## src/rtl/gene_codec_pkg.sv

```systemverilog
// Shared definitions for the NXXXX gene codec: token layout, ASCII codes,
// output word geometry and the expander FSM state encoding.
package gene_codec_pkg;

  // Output word geometry
  localparam int unsigned CHARS_PER_WORD = 20;
  localparam int unsigned WORD_W         = 8 * CHARS_PER_WORD;
  localparam int unsigned IDX_W          = 5;
  localparam logic [IDX_W-1:0] IDX_LAST  = IDX_W'(CHARS_PER_WORD - 1);
  localparam logic [7:0] PAD_CHAR        = 8'h00;

  // Token layout
  localparam int unsigned TOK_W       = 128;
  localparam int unsigned MAX_LIT     = 32;
  localparam int unsigned TAG_MSB     = 127;
  localparam int unsigned TAG_LSB     = 126;
  localparam int unsigned LIT_CNT_MSB = 69;
  localparam int unsigned LIT_CNT_LSB = 64;
  localparam int unsigned LIT_CNT_W   = LIT_CNT_MSB - LIT_CNT_LSB + 1;
  localparam int unsigned LIT_BITS_W  = 2 * MAX_LIT;
  localparam int unsigned NRUN_LEN_W  = 32;

  localparam logic [1:0] TAG_LIT  = 2'b00;
  localparam logic [1:0] TAG_NRUN = 2'b01;
  localparam logic [1:0] TAG_END  = 2'b10;
  localparam logic [1:0] TAG_RSV  = 2'b11;

  // ASCII nucleotide codes
  localparam logic [7:0] ASCII_A = 8'h41;
  localparam logic [7:0] ASCII_C = 8'h43;
  localparam logic [7:0] ASCII_G = 8'h47;
  localparam logic [7:0] ASCII_T = 8'h54;
  localparam logic [7:0] ASCII_N = 8'h4E;

  typedef enum logic [1:0] {
    ST_IDLE,
    ST_EMIT_LIT,
    ST_EMIT_N,
    ST_FLUSH
  } state_e;

  // 2-bit base code to ASCII
  function automatic logic [7:0] base_ascii(input logic [1:0] code);
    logic [7:0] r;
    r = ASCII_A;
    case (code)
      2'b00:   r = ASCII_A;
      2'b01:   r = ASCII_C;
      2'b10:   r = ASCII_G;
      default: r = ASCII_T;
    endcase
    return r;
  endfunction

endpackage

```

## src/rtl/nxxxx_packer.sv

```systemverilog
// Packs one character per write into a 20-slot register and hands full words
// to a single-entry output register, stalling when that register is occupied.
// Ports: wr/ch = character write, flush = pad and close the stream,
// stall_c/flush_done_c = combinational handshake back to the FSM,
// out_word/out_vld/out_last/out_rdy = registered output handshake.
module nxxxx_packer
  import gene_codec_pkg::*;
(
  input  logic              clk,
  input  logic              rst_n,
  input  logic              wr,
  input  logic [7:0]        ch,
  input  logic              flush,
  input  logic              out_rdy,
  output logic              stall_c,
  output logic              flush_done_c,
  output logic [WORD_W-1:0] out_word,
  output logic              out_vld,
  output logic              out_last
);

  logic [CHARS_PER_WORD-1:0][7:0] pack;
  logic [CHARS_PER_WORD-1:0][7:0] pack_wr_c;
  logic [CHARS_PER_WORD-1:0][7:0] pack_pad_c;
  logic [IDX_W-1:0]               idx;
  logic allow_c, take_c, at_end_c, wr_ok_c, fl_xfer_c, fl_mark_c;

  // Transfer permission, stall and next-pack views
  always_comb begin
    allow_c      = !out_vld || out_rdy;
    take_c       = out_vld && out_rdy;
    at_end_c     = (idx == IDX_LAST);
    stall_c      = wr && at_end_c && !allow_c;
    wr_ok_c      = wr && !stall_c;
    // With idx==0 a held word only needs its last flag, so flush never waits.
    flush_done_c = (idx == '0) || allow_c;
    fl_xfer_c    = flush && allow_c;
    fl_mark_c    = flush && (idx == '0) && out_vld && !out_rdy;
    for (int unsigned k = 0; k < CHARS_PER_WORD; k++) begin
      pack_wr_c[k]  = (idx == IDX_W'(k)) ? ch : pack[k];
      pack_pad_c[k] = (IDX_W'(k) < idx) ? pack[k] : PAD_CHAR;
    end
  end

  // Pack register, slot index and output register
  always_ff @(posedge clk or negedge rst_n) begin
    if (!rst_n) begin
      pack     <= '0;
      idx      <= '0;
      out_word <= '0;
      out_vld  <= 1'b0;
      out_last <= 1'b0;
    end else begin
      if (take_c) begin
        out_vld  <= 1'b0;
        out_last <= 1'b0;
      end
      if (wr_ok_c) begin
        pack <= pack_wr_c;
        if (at_end_c) begin
          idx      <= '0;
          out_word <= pack_wr_c;
          out_vld  <= 1'b1;
          out_last <= 1'b0;
        end else begin
          idx <= idx + IDX_W'(1);
        end
      end else if (fl_xfer_c) begin
        idx      <= '0;
        out_word <= pack_pad_c;
        out_vld  <= 1'b1;
        out_last <= 1'b1;
      end else if (fl_mark_c) begin
        out_last <= 1'b1;
      end
    end
  end

endmodule

```

## src/rtl/nxxxx_expander.sv

```systemverilog
// NXXXX gene-stream decompressor: decodes 128-bit LITERAL / NRUN / END tokens
// into ASCII A/C/G/T/N and emits 160-bit words of 20 characters.
// Ports: in_tok/in_vld/in_rd = token input handshake,
// out_word/out_vld/out_rdy/out_last = word output handshake, err = sticky
// protocol error. Build macro NXXXX_EXP_STATS_EN adds stat_bases/stat_n.
module nxxxx_expander
  import gene_codec_pkg::*;
(
  input  logic              clk,
  input  logic              rst_n,
  input  logic [TOK_W-1:0]  in_tok,
  input  logic              in_vld,
  output logic              in_rd,
  output logic [WORD_W-1:0] out_word,
  output logic              out_vld,
  input  logic              out_rdy,
  output logic              out_last,
  output logic              err
`ifdef NXXXX_EXP_STATS_EN
  ,
  output logic [31:0]       stat_bases,
  output logic [31:0]       stat_n
`endif
);

  state_e                  state;
  logic [LIT_BITS_W-1:0]   lit_bits;
  logic [LIT_CNT_W-1:0]    lit_rem;
  logic [NRUN_LEN_W-1:0]   n_rem;

  logic                    wr_c, flush_c, stall_c, flush_done_c, adv_c;
  logic [7:0]              ch_c;
  logic [1:0]              tag_c;
  logic [LIT_CNT_W-1:0]    cnt_c;
  logic [NRUN_LEN_W-1:0]   len_c;
  logic                    tok_unused_c;

  // Token field decode and character selection
  always_comb begin
    tag_c        = in_tok[TAG_MSB:TAG_LSB];
    cnt_c        = in_tok[LIT_CNT_MSB:LIT_CNT_LSB];
    len_c        = in_tok[NRUN_LEN_W-1:0];
    tok_unused_c = ^in_tok[TAG_LSB-1:LIT_CNT_MSB+1];
    wr_c         = (state == ST_EMIT_LIT) || (state == ST_EMIT_N);
    flush_c      = (state == ST_FLUSH);
    ch_c         = (state == ST_EMIT_N) ? ASCII_N : base_ascii(lit_bits[1:0]);
    adv_c        = wr_c && !stall_c;
  end

  // Token FSM; in_rd is high exactly while idle and ready to accept
  always_ff @(posedge clk or negedge rst_n) begin
    if (!rst_n) begin
      state    <= ST_IDLE;
      in_rd    <= 1'b0;
      err      <= 1'b0;
      lit_bits <= '0;
      lit_rem  <= '0;
      n_rem    <= '0;
    end else begin
      case (state)
        ST_IDLE: begin
          in_rd <= 1'b1;
          if (in_vld && in_rd) begin
            case (tag_c)
              TAG_LIT: begin
                if (cnt_c == '0) begin
                  err <= 1'b1;
                end else begin
                  if (cnt_c > LIT_CNT_W'(MAX_LIT)) err <= 1'b1;
                  lit_rem  <= (cnt_c > LIT_CNT_W'(MAX_LIT)) ? LIT_CNT_W'(MAX_LIT) : cnt_c;
                  lit_bits <= in_tok[LIT_BITS_W-1:0];
                  state    <= ST_EMIT_LIT;
                  in_rd    <= 1'b0;
                end
              end
              TAG_NRUN: begin
                if (len_c != '0) begin
                  n_rem <= len_c;
                  state <= ST_EMIT_N;
                  in_rd <= 1'b0;
                end
              end
              TAG_END: begin
                state <= ST_FLUSH;
                in_rd <= 1'b0;
              end
              default: err <= 1'b1;
            endcase
          end
        end
        ST_EMIT_LIT: begin
          if (adv_c) begin
            lit_bits <= lit_bits >> 2;
            lit_rem  <= lit_rem - LIT_CNT_W'(1);
            if (lit_rem == LIT_CNT_W'(1)) begin
              state <= ST_IDLE;
              in_rd <= 1'b1;
            end
          end
        end
        ST_EMIT_N: begin
          if (adv_c) begin
            n_rem <= n_rem - NRUN_LEN_W'(1);
            if (n_rem == NRUN_LEN_W'(1)) begin
              state <= ST_IDLE;
              in_rd <= 1'b1;
            end
          end
        end
        ST_FLUSH: begin
          if (flush_done_c) begin
            state <= ST_IDLE;
            in_rd <= 1'b1;
          end
        end
      endcase
    end
  end

  nxxxx_packer u_packer (
    .clk          (clk),
    .rst_n        (rst_n),
    .wr           (wr_c),
    .ch           (ch_c),
    .flush        (flush_c),
    .out_rdy      (out_rdy),
    .stall_c      (stall_c),
    .flush_done_c (flush_done_c),
    .out_word     (out_word),
    .out_vld      (out_vld),
    .out_last     (out_last)
  );

`ifdef NXXXX_EXP_STATS_EN
  // Emitted-character counters, bumped on each accepted character write
  always_ff @(posedge clk or negedge rst_n) begin
    if (!rst_n) begin
      stat_bases <= '0;
      stat_n     <= '0;
    end else if (adv_c) begin
      if (state == ST_EMIT_N) stat_n <= stat_n + 32'd1;
      else                    stat_bases <= stat_bases + 32'd1;
    end
  end
`endif

endmodule

```

## config.mk

```make
export PLATFORM = sky130hd
export DESIGN_NAME = nxxxx_expander
export DESIGN_NICKNAME = d
export VERILOG_FILES = /design/src/rtl/gene_codec_pkg.sv /design/src/rtl/nxxxx_packer.sv /design/src/rtl/nxxxx_expander.sv
export SDC_FILE = /design/constraint.sdc
export NUM_CORES = 1
export LEC_CHECK = 0
export CORE_MARGIN = 3
export CORE_UTILIZATION = 40
export CTS_CLUSTER_SIZE = 12
export DETAILED_ROUTE_END_ITERATION = 12
export GPL_TIMING_DRIVEN = 1
export PLACE_DENSITY = 0.67
export RECOVER_POWER = 50
export SLEW_MARGIN = 20
export SYNTH_ARGS = -nofsm -noshare
export SYNTH_HDL_FRONTEND = slang
export SYNTH_HIERARCHICAL = 1
export SYNTH_SLANG_ARGS = --single-unit
```

## constraint.sdc

```tcl
create_clock -name clk -period 6.8 [get_ports clk]
set_input_delay 0.68 -clock clk [delete_from_list [all_inputs] [get_ports clk]]
set_output_delay 0.68 -clock clk [all_outputs]
set_load 0.05 [all_outputs]
```

Word level (Yosys, flattened, before mapping)
Cells that the tools add are included.
{ "op_classes": {"addsub": 3, "order_cmp": 21, "n_mux": 96, "n_reduce_logical": 32, "eq_ne": 43, "bitwise_logic": 1} }
{ "ops": {"columns": ["op", "count"], "rows": [
  ["2-to-1 mux 160 bit", 3],
  ["2-to-1 mux 8 bit", 41],
  ["2-to-1 mux 64 bit", 4],
  ["2-to-1 mux 32 bit", 4],
  ["one-hot mux 64 bit (2 select lines)", 1],
  ["one-hot mux 32 bit (2 select lines)", 1],
  ["== test 5 x 4 -> 1 bit, second input constant", 8],
  ["< comparator 4 x 5 -> 1 bit, first input constant", 8],
  ["== test 32 x 1 -> 1 bit, second input constant", 1],
  ["nonzero test 32 bit", 1],
  ["subtractor 32 x 1 -> 32 bit, second input constant", 1],
  ["2-to-1 mux 6 bit", 5],
  ["== test 5 x 3 -> 1 bit, second input constant", 4],
  ["== test 5 bit, second input constant", 4],
  ["< comparator 3 x 5 -> 1 bit, first input constant", 4],
  ["< comparator 5 bit, first input constant", 4],
  ["2-to-1 mux 1 bit", 19],
  ["2-to-1 mux 2 bit", 8],
  ["2-to-1 mux 5 bit", 3],
  ["one-hot mux 5 bit (3 select lines)", 1],
  ["AND reduction 5 bit", 3],
  ["inequality test 2 bit, second input constant", 6],
  ["one-hot mux 6 bit (2 select lines)", 1],
  ["== test 5 x 2 -> 1 bit, second input constant", 2],
  ["other kinds (29)", 59]
]} }
{ "totals": {"reg_bits": 433, "in_bits": 132, "word_cells": 226} }

Longest topological paths before layout
Gate-level depths: netlist of run 1.
{ "depth": {"ltp_word": 8, "ltp_mapped": 12, "mapped_depth_nobuf": 9} }

Cells and area by module
Netlist of run 1, hierarchy kept.
{ "modules_own_cells": {"columns": ["module", "area_each_um2", "cells_each", "instances"], "rows": [
  ["nxxxx_packer", 15845.2, 1568, 1],
  ["nxxxx_expander", 5889.4, 636, 1]
]} }

Least setup slack after synthesis of run 1
No wires, ideal clock.
{ "synth_path": {"kind": "reg-to-reg", "startpoint": "reg state[0]", "endpoint": "reg state[0]", "stages_incl_launch_ff": 11, "n_path_buf": 2, "setup_ns": 0.125, "period_less_slack_ns": 2.771, "setup_slack_ns": 4.029, "arrival_ns": 2.647, "required_ns": 6.675, "cell_sequence": "dfrtp_1 inv_1 ha_1 buf_2 clkbuf_1 and3_1 or4b_2 o31ai_1 o2111ai_1 a311o_1 mux2i_1"} }
{ "synth_via": {"elab_chain_cells": 8, "word_cells_on_any_way": 20, "cone_classes": "eq/ne (12); mux (1); reduce/logical (7)"} }
{ "synth_lines": {"columns": ["item", "line_no", "source"], "rows": [
  ["start, declared", "nxxxx_expander.sv:26", "state_e state;"],
  ["start signal, assigned", "nxxxx_expander.sv:53", "state <= ST_IDLE;"],
  ["start signal, assigned", "nxxxx_expander.sv:72", "state <= ST_EMIT_LIT;"],
  ["start signal, assigned", "nxxxx_expander.sv:79", "state <= ST_EMIT_N;"],
  ["== test 2 x 1 -> 1 bit or == test 2 bit (tied branches)", "nxxxx_expander.sv:44", "wr_c = (state == ST_EMIT_LIT) || (state == ST_EMIT_N);"],
  ["logical OR 1 bit *", "nxxxx_expander.sv:44", null],
  ["net wr_c", "nxxxx_expander.sv:31", "logic wr_c, flush_c, stall_c, flush_done_c, adv_c;"],
  ["logical AND 1 bit * (2 in series)", "nxxxx_packer.sv:33", "stall_c = wr && at_end_c && !allow_c;"],
  ["net stall_c", "nxxxx_expander.sv:31", null],
  ["zero test 1 bit *", "nxxxx_expander.sv:47", "adv_c = wr_c && !stall_c;"],
  ["logical AND 1 bit *", "nxxxx_expander.sv:47", null],
  ["inequality test 2 bit (no source line)", null, null],
  ["AND reduction 9 bit (no source line) *", null, null]
]} }
The timed path passes the listed nets; every way through them passes the cells marked *.
A chain may end at the register's enable or synchronous reset.

Worst setup path after layout of run 1
{ "layout_path": {"startpoint": "reg u_packer.idx[4]", "endpoint": "reg u_packer.out_word[55]"} }
{ "layout_via": {"elab_chain_cells": 7, "word_cells_on_any_way": 15, "cone_classes": "order compare (1); eq/ne (3); mux (5); reduce/logical (6)"} }
{ "layout_lines": {"columns": ["item", "line_no", "source"], "rows": [
  ["start, declared", "nxxxx_packer.sv:25", "logic [IDX_W-1:0] idx;"],
  ["start signal, assigned", "nxxxx_packer.sv:66", "idx <= idx + IDX_W'(1);"],
  ["parallel branches: the longest is 7 deep, another holds < comparator 3 x 5 -> 1 bit", null, null],
  ["end signal, assigned", "nxxxx_packer.sv:62", "out_word <= pack_wr_c;"],
  ["end signal, assigned", "nxxxx_packer.sv:70", "out_word <= pack_pad_c;"],
  ["end, declared", "nxxxx_packer.sv:17", "output logic [WORD_W-1:0] out_word,"]
]} }
Parallel ways; which one is timed is not known. The select of a mux whose other input is x is not followed.

==> impl_metrics.py, run 1 <==
metrics = {
    "clock_network": {
        "clk_pin_slew_worst_paths_ns": 0.06,
        "cts_root_buf": "clkbuf_16",
        "post_cts_buffers": 0,
        "clk_latency_ns": 0.60,
        "clkSinkCount": 433,
        "cts_tree": "yes",
        "cts_resized": 0,
        "clockBufferDepth": 3,
        "cts_hold_buf": 0,
        "numCtsBuffers": 49,
        "htreeDepth": 2,
    },
    "power": {
        "ir_worst_vdd_uv": 356,
        "p_per_area_nw_per_um2": 534,
        "p_leak_nw": 11.2,
        "fin_total_pwr_mw": 14.0,
    },
    "grt": {
        "overflow": 0,
        "track_usage_pct": 21.9,
        "antenna_found_initial": 0,
        "grt_pass1_vias": 18100,
        "grt_start_max_net_pins": 184,
        "top_usage_layer": "met2",
        "grt_use_met3_pct": 4.66,
        "grt_use_met2_pct": 36.0,
        "gr-usage-met1_pct": 28.5,
        "grt_pass1_wl_mm": 100,
    },
    "die": {
        "dieHeight_microns": 239,
        "rows": 84,
        "chipWidth_microns": 239,
        "coreArea_sq_um": 53200,
        "start_util_pct": 40.9,
        "ioPinCount": 296,
        "dieArea_sq_um": 57200,
    },
    "sta": {
        "rsz0062_at_grt": "false",
        "hold_viol_final": 0,
        "slew_viol_final": 120,
        "max_freq_ghz": 0.201,
        "period_needed_ns": 4.98,
        "finClkSkew_ns": 0.0221,
        "period_share_pct": 73.2,
        "setup_viol": 0,
        "tightest_slew_ns": 3.89,
        "setup_tns_ns": 0,
        "maxSlewHeadroom_pct": -159,
    },
    "setup_path": {
        "start_kind": "register",
        "worst-setup-path-type": "reg -> reg",
        "crit_buf_inv": 1,
        "startpoint": "u_packer/idx[4]",
        "rr_startpoint": "u_packer/idx[4]",
        "path_cells": "nand4b_4 > or4b_4 > nand2_4 > buf_4 > a31oi_1",
        "cp_top_family": "simple AND/OR/NAND/NOR gates",
        "cp-end-kind": "register",
        "cp_slowest_cell": "dfrtp_1",
        "required_ns": 7.24,
        "cp.arrival_ns": 5.42,
        "worstPathMaxFanout": 89,
        "slowest_delay_ns": 1.69,
    },
    "synthesis": {
        "async_reset_ff_share_pct": 100,
        "synth-seq-area-share_pct": 49.9,
        "synth_edf_count": 0,
        "synthCells": 2204,
        "ys.flop_type": "dfrtp_1",
        "yosysUniqueCellTypes": 80,
        "syn-mean-instance-area_sq_um": 9.86,
        "synth-warning-count": 6,
        "ys_seq_elements": 433,
        "synthesis.area_sq_um": 21700,
    },
    "layout": {
        "nNetsFinal": 2504,
        "multi_input_area_sq_um": 10200,
        "layout_commonest_cell": "dfrtp_1",
        "area_growth_pct": 20.8,
        "n_fill_cell": 4813,
        "drive_gt1_share_pct": 9.75,
        "num_antenna_cells": 0,
        "ff_latch_area_sq_um": 10800,
        "final_cell_mix": "dfrtp_1, nand2_1, mux2i_1, clkdlybuf4s50_1, o21ai_0",
    },
    "place": {
        "hpwl_mm": 39.7,
        "port_buffers": 239,
        "routabilityCongestion": 0.817,
    },
    "routing": {
        "ant_nets": 0,
        "routed_via_density": 5.90,
        "num_vias": 18100,
        "first_pass_iters": 6,
        "drc": 0,
        "drt_iter0_drc": 1561,
        "routed_wirelength_mm": 63.5,
        "avgRoutedWirePerCell_microns": 20.6,
    },
    "worst_hold_path": {
        "hold_start": "u_packer/pack[153]",
        "holdCritPathClass": "reg -> reg",
    },
    "run_status": {
        "status": "finished, violations left",
        "violations": "max-capacitance violations, max-slew violations",
    },
    "job": {
        "drv_cap": 2,
    },
}
## worst reg2reg max path, stage by stage (launching register included)
cell	delay, ns
dfrtp_1	1.69
nand4b_4	0.42
or4b_4	1.00
nand2_4	0.89
buf_4	0.62
a31oi_1	0.20
## cell families after synthesis
kind of cell             share of synthesized area (%)
adder cells (fa/ha/maj)                          0.979
AND/OR/NAND/NOR                                   16.6
AO/OA/AOI/OAI                                     16.9
flip-flops                                        49.9
buffers and inverters                             4.31
multiplexers                                      11.4
other                                           0.0346
## per-stage QoR
stage | instance area (sq um) | hold WS (ns) | std cells | util (%) | setup WS, ns
finish | 26300 | 0.478 | 3077 | 49.4 | 1.82
global route | 26300 | 0.501 | 3077 | 49.4 | 1.53
CTS | 26200 | 0.0387 | 3076 | 49.3 | 2.59
detailed placement | 24600 | 0.469 | 2991 | 46.3 | 2.03
global placement | 24600 | 0.461 | 2991 | 46.2 | 2.17
floorplan | 21800 | 0.384 | 2223 | - | 4.03
## area by class of cell
type | count | share of cell area (%)
Multi-Input combinational cell | 1576 | 38.7
Inverter | 21 | 0.300
Clock buffer | 68 | 5.44
Timing Repair Buffer | 274 | 10.3
Tap cell | 688 | 3.28
Sequential cell | 433 | 41.3
Clock inverter | 17 | 0.710
## final timing paths
kind | endpoint | slack [ns] | cells after the start
max | u_packer/out_word[55] | 1.82 | 5
min | u_packer/pack[153] | 0.48 | 1
max reg2reg | u_packer/out_word[55] | 1.82 | 5
min reg2reg | u_packer/pack[153] | 0.48 | 1
max in group asynchronous | u_packer/idx[3] | 2.99 | 2
min in group asynchronous | u_packer/out_word[33] | 1.44 | 1
## state kept, by name, summed over array words and instances (netlist names), 2 cells and up
name and cells:
u_packer/pack 160, u_packer/idx 5, lit_bits 64, n_rem 32, lit_rem 6, state 2
u_packer/out_word 160
## synthesized netlist by cell type (64+ instances only)
cell | number | share of area (%)
buf_2 | 67 | 1.5
nor2_1 | 93 | 1.6
a21oi_1 | 101 | 2.3
clkbuf_1 | 98 | 1.7
nor3_1 | 71 | 1.6
o21ai_0 | 137 | 3.2
dfrtp_1 | 433 | 50
o22a_1 | 64 | 2.6
nand2_1 | 272 | 4.7
nand3_1 | 107 | 2.5
mux2i_1 | 164 | 7.6
mux2_2 | 74 | 3.8
o22ai_1 | 92 | 2.6
## routing by layer
metal | vias up | routed length, microns
li1 | 8382 | -
met3 | 123 | 4580
met4 | 0 | 1970
met1 | 8975 | 26900
met5 | - | 0
met2 | 662 | 30000
## power by group
| group | leakage [nW] | internal, mW | switching [mW] |
|---|---|---|---|
| Combinational | 4.99 | 2.30 | 4.54 |
| Clock | 0.808 | 1.54 | 1.10 |
| Sequential | 5.44 | 3.64 | 0.892 |
| Total | 11.2 | 7.49 | 6.53 |
(Power assumes the default switching activity.)
==> run 2, diff against run 1 <==
--- a/config.mk
+++ b/config.mk
@@ -10,7 +10,7 @@
 export CTS_CLUSTER_SIZE = 12
 export DETAILED_ROUTE_END_ITERATION = 12
 export GPL_TIMING_DRIVEN = 1
-export PLACE_DENSITY = 0.67
+export PLACE_DENSITY = 0.7
 export RECOVER_POWER = 50
 export SLEW_MARGIN = 20
 export SYNTH_ARGS = -nofsm -noshare
==> constraint.sdc (replaced) <==
create_clock -name clk -period 4.3 [get_ports clk]
set_input_delay 0.43 -clock clk [delete_from_list [all_inputs] [get_ports clk]]
set_output_delay 0.43 -clock clk [all_outputs]
set_load 0.05 [all_outputs]
==> impl_metrics.py, run 2 (same netlist as run 1, synthesis figures left out) <==
metrics = {
    "place": {
        "dp.cells": 2997,
        "hpwl_mm": 39.5,
        "port_buffers": 239,
        "preCtsSetupSlack_ns": 1.07,
        "routabilityCongestion": 0.827,
        "dpl_cell_area_sq_um": 24800,
    },
    "sta": {
        "fin_hold_ws_ns": 0.438,
        "rsz0062_at_grt": "false",
        "setup_slack_ns": 0.860,
        "period_needed_ns": 3.44,
        "max_freq_ghz": 0.291,
        "tightest_slew_ns": 2.86,
        "hold_viol_final": 0,
        "setup_tns_ns": 0,
        "setup_viol": 0,
        "finClkSkew_ns": 0.0213,
        "period_share_pct": 80.0,
        "maxSlewHeadroom_pct": -90.6,
        "slew_viol_final": 105,
    },
    "layout": {
        "nNetsFinal": 2509,
        "area_growth_pct": 21.9,
        "layout_commonest_cell": "dfrtp_1",
        "post-route-util_pct": 49.8,
        "largestRegisters": "u_packer/out_word: 160 flops, u_packer/pack: 160 flops, lit_bits: 64 flops",
        "stdcell_count": 3085,
        "design_area_sq_um": 26500,
        "final_cell_mix": "dfrtp_1, nand2_1, mux2i_1, clkdlybuf4s50_1, o21ai_0",
        "drive_gt1_share_pct": 9.68,
        "num_antenna_cells": 0,
    },
    "setup_path": {
        "worst-setup-path-type": "reg -> reg",
        "cp-end-kind": "register",
        "required_ns": 4.78,
        "path_cells": "inv_1 > ha_1 > clkbuf_1 > nand2b_1 > nand2b_2 > nand2_4 > buf_12 > o22a_1",
        "slowest_delay_ns": 0.68,
        "crit_buf_inv": 3,
        "cp.arrival_ns": 3.92,
        "start_kind": "register",
        "cp_slowest_cell": "clkbuf_1",
        "worstPathMaxFanout": 59,
        "cp_top_family": "buffers and inverters",
    },
    "grt": {
        "grt_pass1_wl_mm": 99.7,
        "overflow": 0,
        "antenna_found_initial": 0,
        "grt_start_max_net_pins": 197,
        "track_usage_pct": 21.7,
        "grt_pass1_vias": 17800,
    },
    "clock_network": {
        "htreeDepth": 2,
        "cts_tree": "yes",
        "cts_hold_buf": 1,
        "clockBufferDepth": 3,
        "cts_root_buf": "clkbuf_16",
        "clk_pin_slew_worst_paths_ns": 0.06,
        "numCtsBuffers": 48,
        "clk_latency_ns": 0.60,
        "cts_resized": 0,
        "clkSinkCount": 433,
        "post_cts_buffers": 0,
    },
    "routing": {
        "routed_via_density": 5.93,
        "drt_iter0_drc": 1696,
        "drc": 0,
        "avgRoutedWirePerCell_microns": 20.5,
        "num_vias": 18300,
        "routed_wirelength_mm": 63.3,
        "first_pass_iters": 5,
        "ant_nets": 0,
    },
    "power": {
        "fin_total_pwr_mw": 22.5,
        "p_leak_nw": 11.3,
        "ir_worst_vdd_uv": 586,
        "p_per_area_nw_per_um2": 851,
    },
    "run_status": {
        "violations": "max-capacitance violations, max-slew violations",
        "status": "finished, violations left",
    },
    "die": {
        "ioPinCount": 296,
        "dieArea_sq_um": 57200,
        "rows": 84,
        "chipWidth_microns": 239,
        "dieHeight_microns": 239,
        "coreArea_sq_um": 53200,
        "start_util_pct": 40.9,
    },
    "worst_hold_path": {
        "holdCritPathClass": "in -> reg",
    },
    "job": {
        "drv_cap": 1,
    },
}
## run 2: cell count changes in the layout (fill, tap and decap cells not counted), moves of 3 or more
cell / before / now
clkbuf_1: 7 / 15
buf_12: 2 / 9
clkinv_2: 12 / 6
bufinv_16: 2 / 7
buf_4: 32 / 28
clkbuf_8: 13 / 10
clkdlybuf4s50_1: 158 / 161
## run 2: power by group
group / internal (mW) / switching [mW] / total (mW)
Clock: 2.69 / 1.73 / 4.42
Combinational: 3.71 / 7.35 / 11.1
Sequential: 5.77 / 1.29 / 7.06
Total: 12.2 / 10.4 / 22.5
## run 2: path summary, 6_finish.rpt
kind / startpoint / to / slack, ns / depth (start not counted)
max in group asynchronous: rst_n / lit_bits[16] / 1.20 / 3
max reg2reg: state[0] / u_packer/out_word[3] / 0.86 / 8
min reg2reg: u_packer/pack[156] / u_packer/pack[156] / 0.48 / 1
min: in_tok[63] / lit_bits[63] / 0.44 / 3
max: state[0] / u_packer/out_word[3] / 0.86 / 8
min in group asynchronous: rst_n / u_packer/pack[1] / 1.26 / 2
## run 2: final cells by class
type | count | area, sq um
flip-flops and latches | 433 | 10800
repair buffers | 280 | 2800
well taps | 688 | 861
fillers | 4766 | 26700
inverters | 21 | 78.8
multi-input cells | 1576 | 10200
clock buffers | 71 | 1410
clock inverters | 16 | 294
## run 2: worst register-to-register path, stage by stage, from the launching register on
cell      delay [ns]
dfrtp_1         0.42
inv_1           0.12
ha_1            0.29
clkbuf_1        0.68
nand2b_1        0.49
nand2b_2        0.24
nand2_4         0.41
buf_12          0.41
o22a_1          0.28
## run 2: routing by layer
metal	vias up	wire length [microns]	GRT usage [%]
met5	-	0	0
met4	0	1510	6.47
met3	100	4940	4.95
met2	643	30300	36.0
met1	9118	26500	28.5
li1	8420	-	-
==> run 3, diff against run 2 <==
==> constraint.sdc (replaced) <==
create_clock -name clk -period 3.1 [get_ports clk]
set_input_delay 0.31 -clock clk [delete_from_list [all_inputs] [get_ports clk]]
set_output_delay 0.31 -clock clk [all_outputs]
set_load 0.05 [all_outputs]
==> impl_metrics.py, run 3 (same netlist as run 1, synthesis figures left out) <==
metrics = {
    "run_status": {
        "status": "finished, violations left",
        "violations": "max-capacitance violations, max-slew violations",
    },
    "clock_network": {
        "numCtsBuffers": 49,
        "clk_latency_ns": 0.60,
        "clk_pin_slew_worst_paths_ns": 0.06,
        "htreeDepth": 2,
        "clockBufferDepth": 3,
        "cts_tree": "yes",
        "clkSinkCount": 433,
        "cts_root_buf": "clkbuf_16",
    },
    "setup_path": {
        "worstPathMaxFanout": 4,
        "worst-setup-path-type": "reg -> reg",
        "cp-end-kind": "register",
        "cp.arrival_ns": 3.21,
        "rr_startpoint": "state[0]",
        "r2r-end": "state[1]",
        "reg2reg_setup_slack_ns": 0.36,
        "required_ns": 3.57,
        "reg2regPathDepth": 8,
        "start_kind": "register",
    },
    "layout": {
        "n_fill_cell": 4782,
        "largestRegisters": "u_packer/out_word: 160 flops, u_packer/pack: 160 flops, lit_bits: 64 flops",
        "layout_commonest_cell": "dfrtp_1",
        "num_antenna_cells": 0,
        "drive_gt1_share_pct": 10.8,
        "final_cell_mix": "dfrtp_1, nand2_1, mux2i_1, clkdlybuf4s50_1, o21ai_0",
        "nNetsFinal": 2547,
        "ff_latch_area_sq_um": 10800,
        "area_growth_pct": 22.5,
        "post-route-util_pct": 50.1,
        "multi_input_area_sq_um": 10200,
    },
    "power": {
        "fin_total_pwr_mw": 31.2,
        "p_per_area_nw_per_um2": 1170,
        "p_leak_nw": 11.4,
        "ir_worst_vdd_uv": 633,
    },
    "sta": {
        "setup_viol": 0,
        "max_freq_ghz": 0.365,
        "tightest_slew_ns": 1.70,
        "finClkSkew_ns": 0.0228,
        "rsz0062_at_grt": "false",
        "maxSlewHeadroom_pct": -13.3,
        "hold_viol_final": 0,
        "slew_viol_final": 137,
        "period_needed_ns": 2.74,
        "setup_tns_ns": 0,
        "period_share_pct": 88.5,
    },
    "routing": {
        "routed_via_density": 5.89,
        "drt_iter0_drc": 1578,
        "routed_wirelength_mm": 63.5,
        "ant_nets": 0,
        "num_vias": 18400,
        "drc": 0,
        "avgRoutedWirePerCell_microns": 20.3,
        "first_pass_iters": 6,
    },
    "job": {
        "drv_cap": 4,
    },
    "die": {
        "dieArea_sq_um": 57200,
        "start_util_pct": 40.9,
        "dieHeight_microns": 239,
        "ioPinCount": 296,
        "rows": 84,
        "chipWidth_microns": 239,
        "coreArea_sq_um": 53200,
    },
    "worst_hold_path": {
        "hold_start": "in_tok[63]",
        "holdCritPathClass": "in -> reg",
        "min_to": "lit_bits[63]",
        "min_path_cells": 3,
    },
    "grt": {
        "track_usage_pct": 21.6,
        "gr-usage-met1_pct": 28.3,
        "antenna_found_initial": 0,
        "top_usage_layer": "met2",
        "grt_use_met2_pct": 35.8,
        "grt_pass1_vias": 18100,
        "grt_start_max_net_pins": 129,
        "grt_pass1_wl_mm": 99.7,
        "grt_use_met3_pct": 4.97,
        "overflow": 0,
    },
    "place": {
        "hpwl_mm": 41.0,
        "port_buffers": 239,
        "routabilityCongestion": 0.848,
    },
}
run 3: cell count changes in the layout (fill, tap and decap cells not counted), sizes merged:
cell / before / now
buf: 37 / 64
bufinv: 7 / 1
clkbuf: 75 / 84
clkdlybuf4s50: 161 / 162
clkinv: 8 / 7
clkinvlp: 1 / 6
dlygate4sd3: 78 / 77
dlymetal6s4s: 0 / 2
inv: 21 / 24
run 3: worst max path at each step:
stage | start | end | slack (ns) | cells after the start
after floorplan | state[0] | state[0] | 0.33 | 10
after global placement | out_rdy | state[0] | 0.19 | 8
after detailed placement | in_tok[15] | n_rem[31] | 0.18 | 8
after CTS | state[0] | state[1] | 0.35 | 8
after global routing | rst_n | u_packer/out_word[40] | 0.16 | 3
final | state[0] | state[1] | 0.36 | 8
run 3: what timing repair did:
item                                   CTS  global route
hold buffers                             1             0
buffers inserted                         0             0
endpoints found under the hold margin   82             0
resized for setup                        0             0
run 3: power by group:
group | total, mW | internal, mW | switching (mW)
clock | 5.84 | 3.40 | 2.43
combinational | 15.6 | 5.36 | 10.3
sequential | 9.73 | 8.00 | 1.74
run 3: cell type report:
class | instances | area share, %
Inverter | 21 | 0.296
Multi-Input combinational cell | 1576 | 38.1
Tap cell | 688 | 3.23
Timing Repair Buffer | 317 | 11.5
Sequential cell | 433 | 40.7
Clock buffer | 72 | 5.57
Clock inverter | 17 | 0.554
run 3: critical path, cell delays in order (launching register included):
cell       delay [ns]
dfrtp_1          0.41
inv_1            0.13
ha_1             0.33
and3_1           0.21
or4b_2           0.61
o31ai_1          0.24
o2111ai_1        0.19
a311o_1          0.36
mux2i_1          0.14
run 3: per-layer routing:
layer	routed length [microns]	up-vias
li1	-	8473
met1	26500	9087
met2	30300	717
met3	4900	127
met4	1850	0
met5	0	-
run 3: stage by stage:
| step | setup slack [ns] | hold WS (ns) | cell area (sq um) | std cells |
|---|---|---|---|---|
| finish | 0.357 | 0.318 | 26600 | 3124 |
| global route | 0.161 | 0.326 | 26600 | 3124 |
| CTS | 0.354 | 0.283 | 26700 | 3124 |
| detailed placement | 0.176 | 0.429 | 25100 | 3034 |
| global placement | 0.191 | 0.426 | 25100 | 3034 |
| floorplan | 0.329 | 0.0144 | 21800 | 2223 |
==> RTL change 1, RTL diff (settings of run 3) <==
`MAX_LIT`: 32 -> 16.
--- a/src/rtl/gene_codec_pkg.sv
+++ b/src/rtl/gene_codec_pkg.sv
@@ -13,3 +13,3 @@
   localparam int unsigned TOK_W       = 128;
-  localparam int unsigned MAX_LIT     = 32;
+  localparam int unsigned MAX_LIT     = 16;
   localparam int unsigned TAG_MSB     = 127;
Check against the original RTL: not equivalent (Yosys sat finds a counterexample within 4 cycles, from zero or initial values and one cycle with rst_n low).
==> RTL change 1 against run 3 <==
The run still ends with max-capacitance violations, max-slew violations left; sequential cell count down 32; clock skew up 5.5 ps; die area down 8.1%; maximum frequency up 3.5%; synthesized area down 8.3%; setup slack better by 93 ps; via count down 12%; core utilization down 0.32 points; wire length down 11%; final area down 8.3%; combinational power down 21%; total power down 16%; highest routed layer is now met5.
==> RTL change 1: results (changes against run 3) <==
status:
  outcome: "finished with violations"
  violations: "max-capacitance violations, max-slew violations"
routing:
  vias_per_cell: 5.64  # -4.3%
  post_drt_wl_per_cell_um: 19.6  # -3.4%
  drt-initial-drc-count: 1151  # -27%
  drt-pass1-iter-count: 8  # +2
global_route:
  grt_pass1_wl_um: 90500  # -9.3%
  grt_max_degree: 111  # -14%
  antenna_found_initial: 1  # +1
  grtUsageTotal: 0.213  # -0.00336
  grt_pass1_vias: 16000  # -12%
placed_design:
  hpwlAfterDp_um: 37500  # -8.6%
  gp_congestion: 0.871  # +2.7%
power:
  power.leakage_uw: 0.0110  # -3.8%
  ir_worst_vdd_mv: 0.650  # +2.7%
critical_path:
  arrival_ps: 3100  # -110 ps
  rr_worst_depth: 10  # +2
  path_delay_family: "buffers and inverters"
  cpPeakStageDelay_ps: 500  # -110 ps
sta:
  fin_worst_skew_ps: 28.3  # +5.47 ps
  hold_ws_ps: 332  # +14.5 ps
  drv_slew: 67  # -51%
  setup_ws_ps: 450  # +93.3 ps
  slew_headroom: -0.151  # -0.0188
final_layout:
  layout-drive-gt1-share: 0.112  # +0.00471
  top_regs: "u_packer/out_word: 160 flops, u_packer/pack: 160 flops"
  fillers: 4496  # -6.0%
clock_network:
  cts_buffers: 46  # -6.1%
logic_synthesis:
  ys_seq_area_frac: 0.504  # +0.00514
  yosys-top-cells-area: "dfrtp_1, mux2i_1, o21ai_0"
  synth_common_cells: "dfrtp_1, nand2_1, o21ai_0"
run:
  max_cap_violations: 2  # -2
## RTL change 1: cell types whose count changed in the layout (fill, tap and decap cells not counted), sizes merged, moves of 34 or more
cell | run 3 | this run
o22a | 64 | 0
and3 | 54 | 12
a31oi | 49 | 13
a21o | 27 | 74
a21oi | 101 | 147
o21ai | 140 | 210
nor3 | 75 | 17
o22ai | 92 | 0
nand3 | 109 | 52
nor2 | 94 | 128
## RTL change 1: worst max path at each step
stage	startpoint	depth (start not counted)	endpoint
finish	u_packer/idx[1]	10	in_rd
detailed placement	out_rdy	8	n_rem[26]
CTS	u_packer/idx[2]	6	u_packer/pack[73]
global placement	in_tok[26]	7	n_rem[25]
floorplan	state[0]	13	u_packer/out_word[112]
global route	rst_n	3	u_packer/pack[27]
## RTL change 1: metrics by stage
stage	instance area, µm²	instances	util
final	24400	2882	0.498
after global routing	24400	2882	0.498
after CTS	24500	2882	0.499
after detailed placement	23000	2800	0.468
after global placement	23000	2800	0.468
after floorplan	19900	2019	-
## RTL change 1: final cells by class
type,count,area share
repair buffers,277,0.111
clock buffers,64,0.0541
well taps,664,0.0340
flip-flops and latches,401,0.411
clock inverters,17,0.00774
inverters,25,0.00384
multi-input cells,1434,0.378
## RTL change 1: worst register-to-register path, cell delays in order (launching register included)
cell and delay (ps):
dfrtp_1 500, inv_1 350, ha_1 390, nand3b_1 120
buf_4 200, nand2_1 90, nor2b_1 50, a21oi_1 150
o21ai_0 160, a21oi_1 150, mux2_2 350
## RTL change 1: cells by family after synthesis
| family | synth area share |
|---|---|
| multiplexers | 0.119 |
| flip-flops | 0.504 |
| buffers and inverters | 0.0391 |
| AND/OR/NAND/NOR | 0.139 |
| adder cells (fa/ha/maj) | 0.0107 |
| XOR/XNOR | 0.000440 |
| AO/OA/AOI/OAI | 0.187 |
| other | 0.000377 |
## RTL change 1: per-layer routing
layer / global-route usage / share of wire / routed length, µm / up-vias
met5: 0 / 0.00012 / 7 / -
li1: - / - / - / 7637
met2: 0.357 / 0.48 / 27400 / 455
met3: 0.0379 / 0.054 / 3040 / 81
met1: 0.287 / 0.44 / 25000 / 8066
met4: 0.0533 / 0.021 / 1190 / 2
## RTL change 1: timing repair
action | in CTS | in global routing
endpoints found under the hold margin | 83 | 0
gates resized for setup | 0 | 0
hold buffers | 1 | 0
## RTL change 1: power breakdown
part,internal [µW],switching (µW)
sequential,7050,1390
combinational,4270,8120
clock,3230,2190
total,14600,11700
==> RTL change 2, RTL diff (settings of run 3) <==
Made on the original files. Compare `idx` against `IDX_LAST` with >= in place of ==. Comments in the files are not updated.
--- a/src/rtl/nxxxx_packer.sv
+++ b/src/rtl/nxxxx_packer.sv
@@ -31,3 +31,3 @@
     take_c       = out_vld && out_rdy;
-    at_end_c     = (idx == IDX_LAST);
+    at_end_c     = (idx >= IDX_LAST);
     stall_c      = wr && at_end_c && !allow_c;
Check against the original RTL: same outputs for any inputs over 4 cycles, from zero or initial values and one cycle with rst_n low; that may be too few to reach the edited logic, so the function may still have changed.
==> RTL change 2 against run 3 <==
The run ends with max-slew violations left; global-route usage is 0.87 points higher; synthesized area is 2.2% higher; non-clock buffer count is 11 higher; final area is 2.1% higher; sequential cell count stayed put; synthesized cell count is 4.4% higher; core utilization is 0.051 points lower; wire length is 6.7% higher; maximum frequency is 2.2% lower; critical path depth is 1 higher; total power is 6.2% higher; count of clock-buffer cells in the layout is 5 higher; setup slack worse by 61 ps; critical path type unchanged; largest cell class unchanged; largest power group unchanged.
==> RTL change 2: results (changes against run 3) <==
logic_synthesis:
  synthFlopType: "dfrtp_1"
  yosys-top-cells-area: "dfrtp_1, mux2_2, nand2_1"
  yosysWarnings: 6  # unchanged
  ys_seq_area_frac: 0.488  # -0.0109
  ys_types: 83  # +3.8%
  synth_common_cells: "dfrtp_1, nand2_1, mux2_2"
  async_flop_share: 1.00  # unchanged
placed_design:
  gp_congestion: 0.872  # +2.9%
  io_buffers: 239  # unchanged
  hpwlAfterDp_um: 43700  # +6.4%
clock_network:
  root_buffer: "clkbuf_16"
  cts_setup_buffers: 0  # unchanged
  clk_latency_ps: 580  # -20 ps
  cts_buffers: 48  # -2.0%
  cts.htree.levels: 2  # unchanged
  clockBufferDepth: 3  # unchanged
  clk_pin_slew_ps: 60  # about the same
power:
  power.leakage_uw: 0.0115  # +0.94%
  ir_worst_vdd_mv: 0.772  # +22%
critical_path:
  r2r_setup_slack_ps: 300  # -60 ps
  cpPeakStageDelay_ps: 620
  arrival_ps: 3260  # +50 ps
  worst_path_max_delay_cell: "or4b_2"
  cp_max_fo: 4  # unchanged
routing:
  drt-initial-drc-count: 1675  # +6.1%
  drt-total-wl_um: 67700  # +6.7%
  drt-pass1-iter-count: 5  # -1
  vias: 19100  # +3.8%
  vias_per_cell: 5.86  # -0.48%
final_layout:
  finalNetCount: 2628  # +3.2%
  top_regs: "u_packer/out_word: 160 flops, u_packer/pack: 160 flops, lit_bits: 64 flops"
  layout-drive-gt1-share: 0.138  # +0.0304
sta:
  hold_ws_ps: 364  # +46.5 ps
  worst_slew_pin_slew_ps: 1520  # -179 ps
  fin_worst_skew_ps: 9.37  # -13.5 ps
  drv_slew: 99  # -28%
status:
  outcome: "finished with violations"
  violations: "max-slew violations"
global_route:
  grt_pass1_wl_um: 107000  # +7.3%
  antenna_found_initial: 4  # +4
  grt_max_degree: 102  # -21%
  grtUsageTotal: 0.225  # +0.00869
worst_hold_path:
  min_path_type: "in -> reg"
==> RTL change 2: cell types whose count changed in the layout (fill, tap and decap cells not counted), sizes merged, moves of 32 or more <==
cell    before  now
o211ai      50   18
o21ai      140   99
o22ai       92   38
o22a        64    8
nor3        75  137
and3        54   21
a31oi       49  113
mux2i      164  108
nand2      274  324
mux2        74  145
==> RTL change 2: stage by stage <==
step / worst slack [ps] / instances / total power (µW) / instance area [µm²]
after detailed placement: 173 / 3167 / 27300 / 25600
after global routing: 50.5 / 3257 / 35100 / 27200
after CTS: 164 / 3255 / 33400 / 27300
after global placement: 242 / 3167 / 26700 / 25600
after floorplan: 238 / 2301 / 21500 / 22200
final: 296 / 3259 / 33100 / 27200
==> RTL change 2: cell families after synthesis <==
kind of cell    share of synthesized area
compound gates                      0.158
fa+ha+maj                         0.00957
buf+inv                            0.0458
flops                               0.488
mux                                 0.122
other cells                      0.000338
simple gates                        0.177
==> RTL change 2: path summary, 6_finish.rpt <==
| check | depth (start not counted) | start | end |
|---|---|---|---|
| worst min-delay path | 3 | in_tok[36] | lit_bits[36] |
| min in group asynchronous | 2 | rst_n | u_packer/out_word[43] |
| worst max register to register | 9 | state[0] | state[1] |
| worst min register to register | 2 | u_packer/pack[47] | u_packer/pack[47] |
| worst max-delay path | 9 | state[0] | state[1] |
| max in group asynchronous | 3 | rst_n | u_packer/pack[96] |
==> RTL change 2: cell type report <==
class                      instances  area (µm²)
fill                            4865       27200
clock inverter                    10         180
timing repair buffer             328        3160
tap                              739         925
antenna                            4        10.0
inverter                          30         113
sequential                       433       10800
multi-input combinational       1638       10500
clock buffer                      77        1490
==> RTL change 2: repair_timing <==
action                                  CTS  global route
hold buffers                              1             0
endpoints found under the hold margin    90             0
gates resized for setup                   0             1
endpoints found under the setup margin    0             4
==> RTL change 2: worst max-delay path: cells and delay by family (launching register included) <==
kind,cells,cell delay (ps)
fa+ha+maj,1,360
compound gates,3,840
mux,1,140
flops,1,410
buf+inv,2,220
simple gates,2,710
==> RTL change 2: routing by layer <==
metal | global-route usage | wire length (µm)
met3 | 0.0535 | 5580
met4 | 0.0716 | 1890
met2 | 0.357 | 31400
met1 | 0.305 | 28900
met5 | 0.00654 | 7
==> RTL change 2: where the power goes <==
part	internal, µW	switching [µW]	total, µW
Combinational	5810	11300	17100
Sequential	8130	1870	10000
Clock	3690	2330	6020
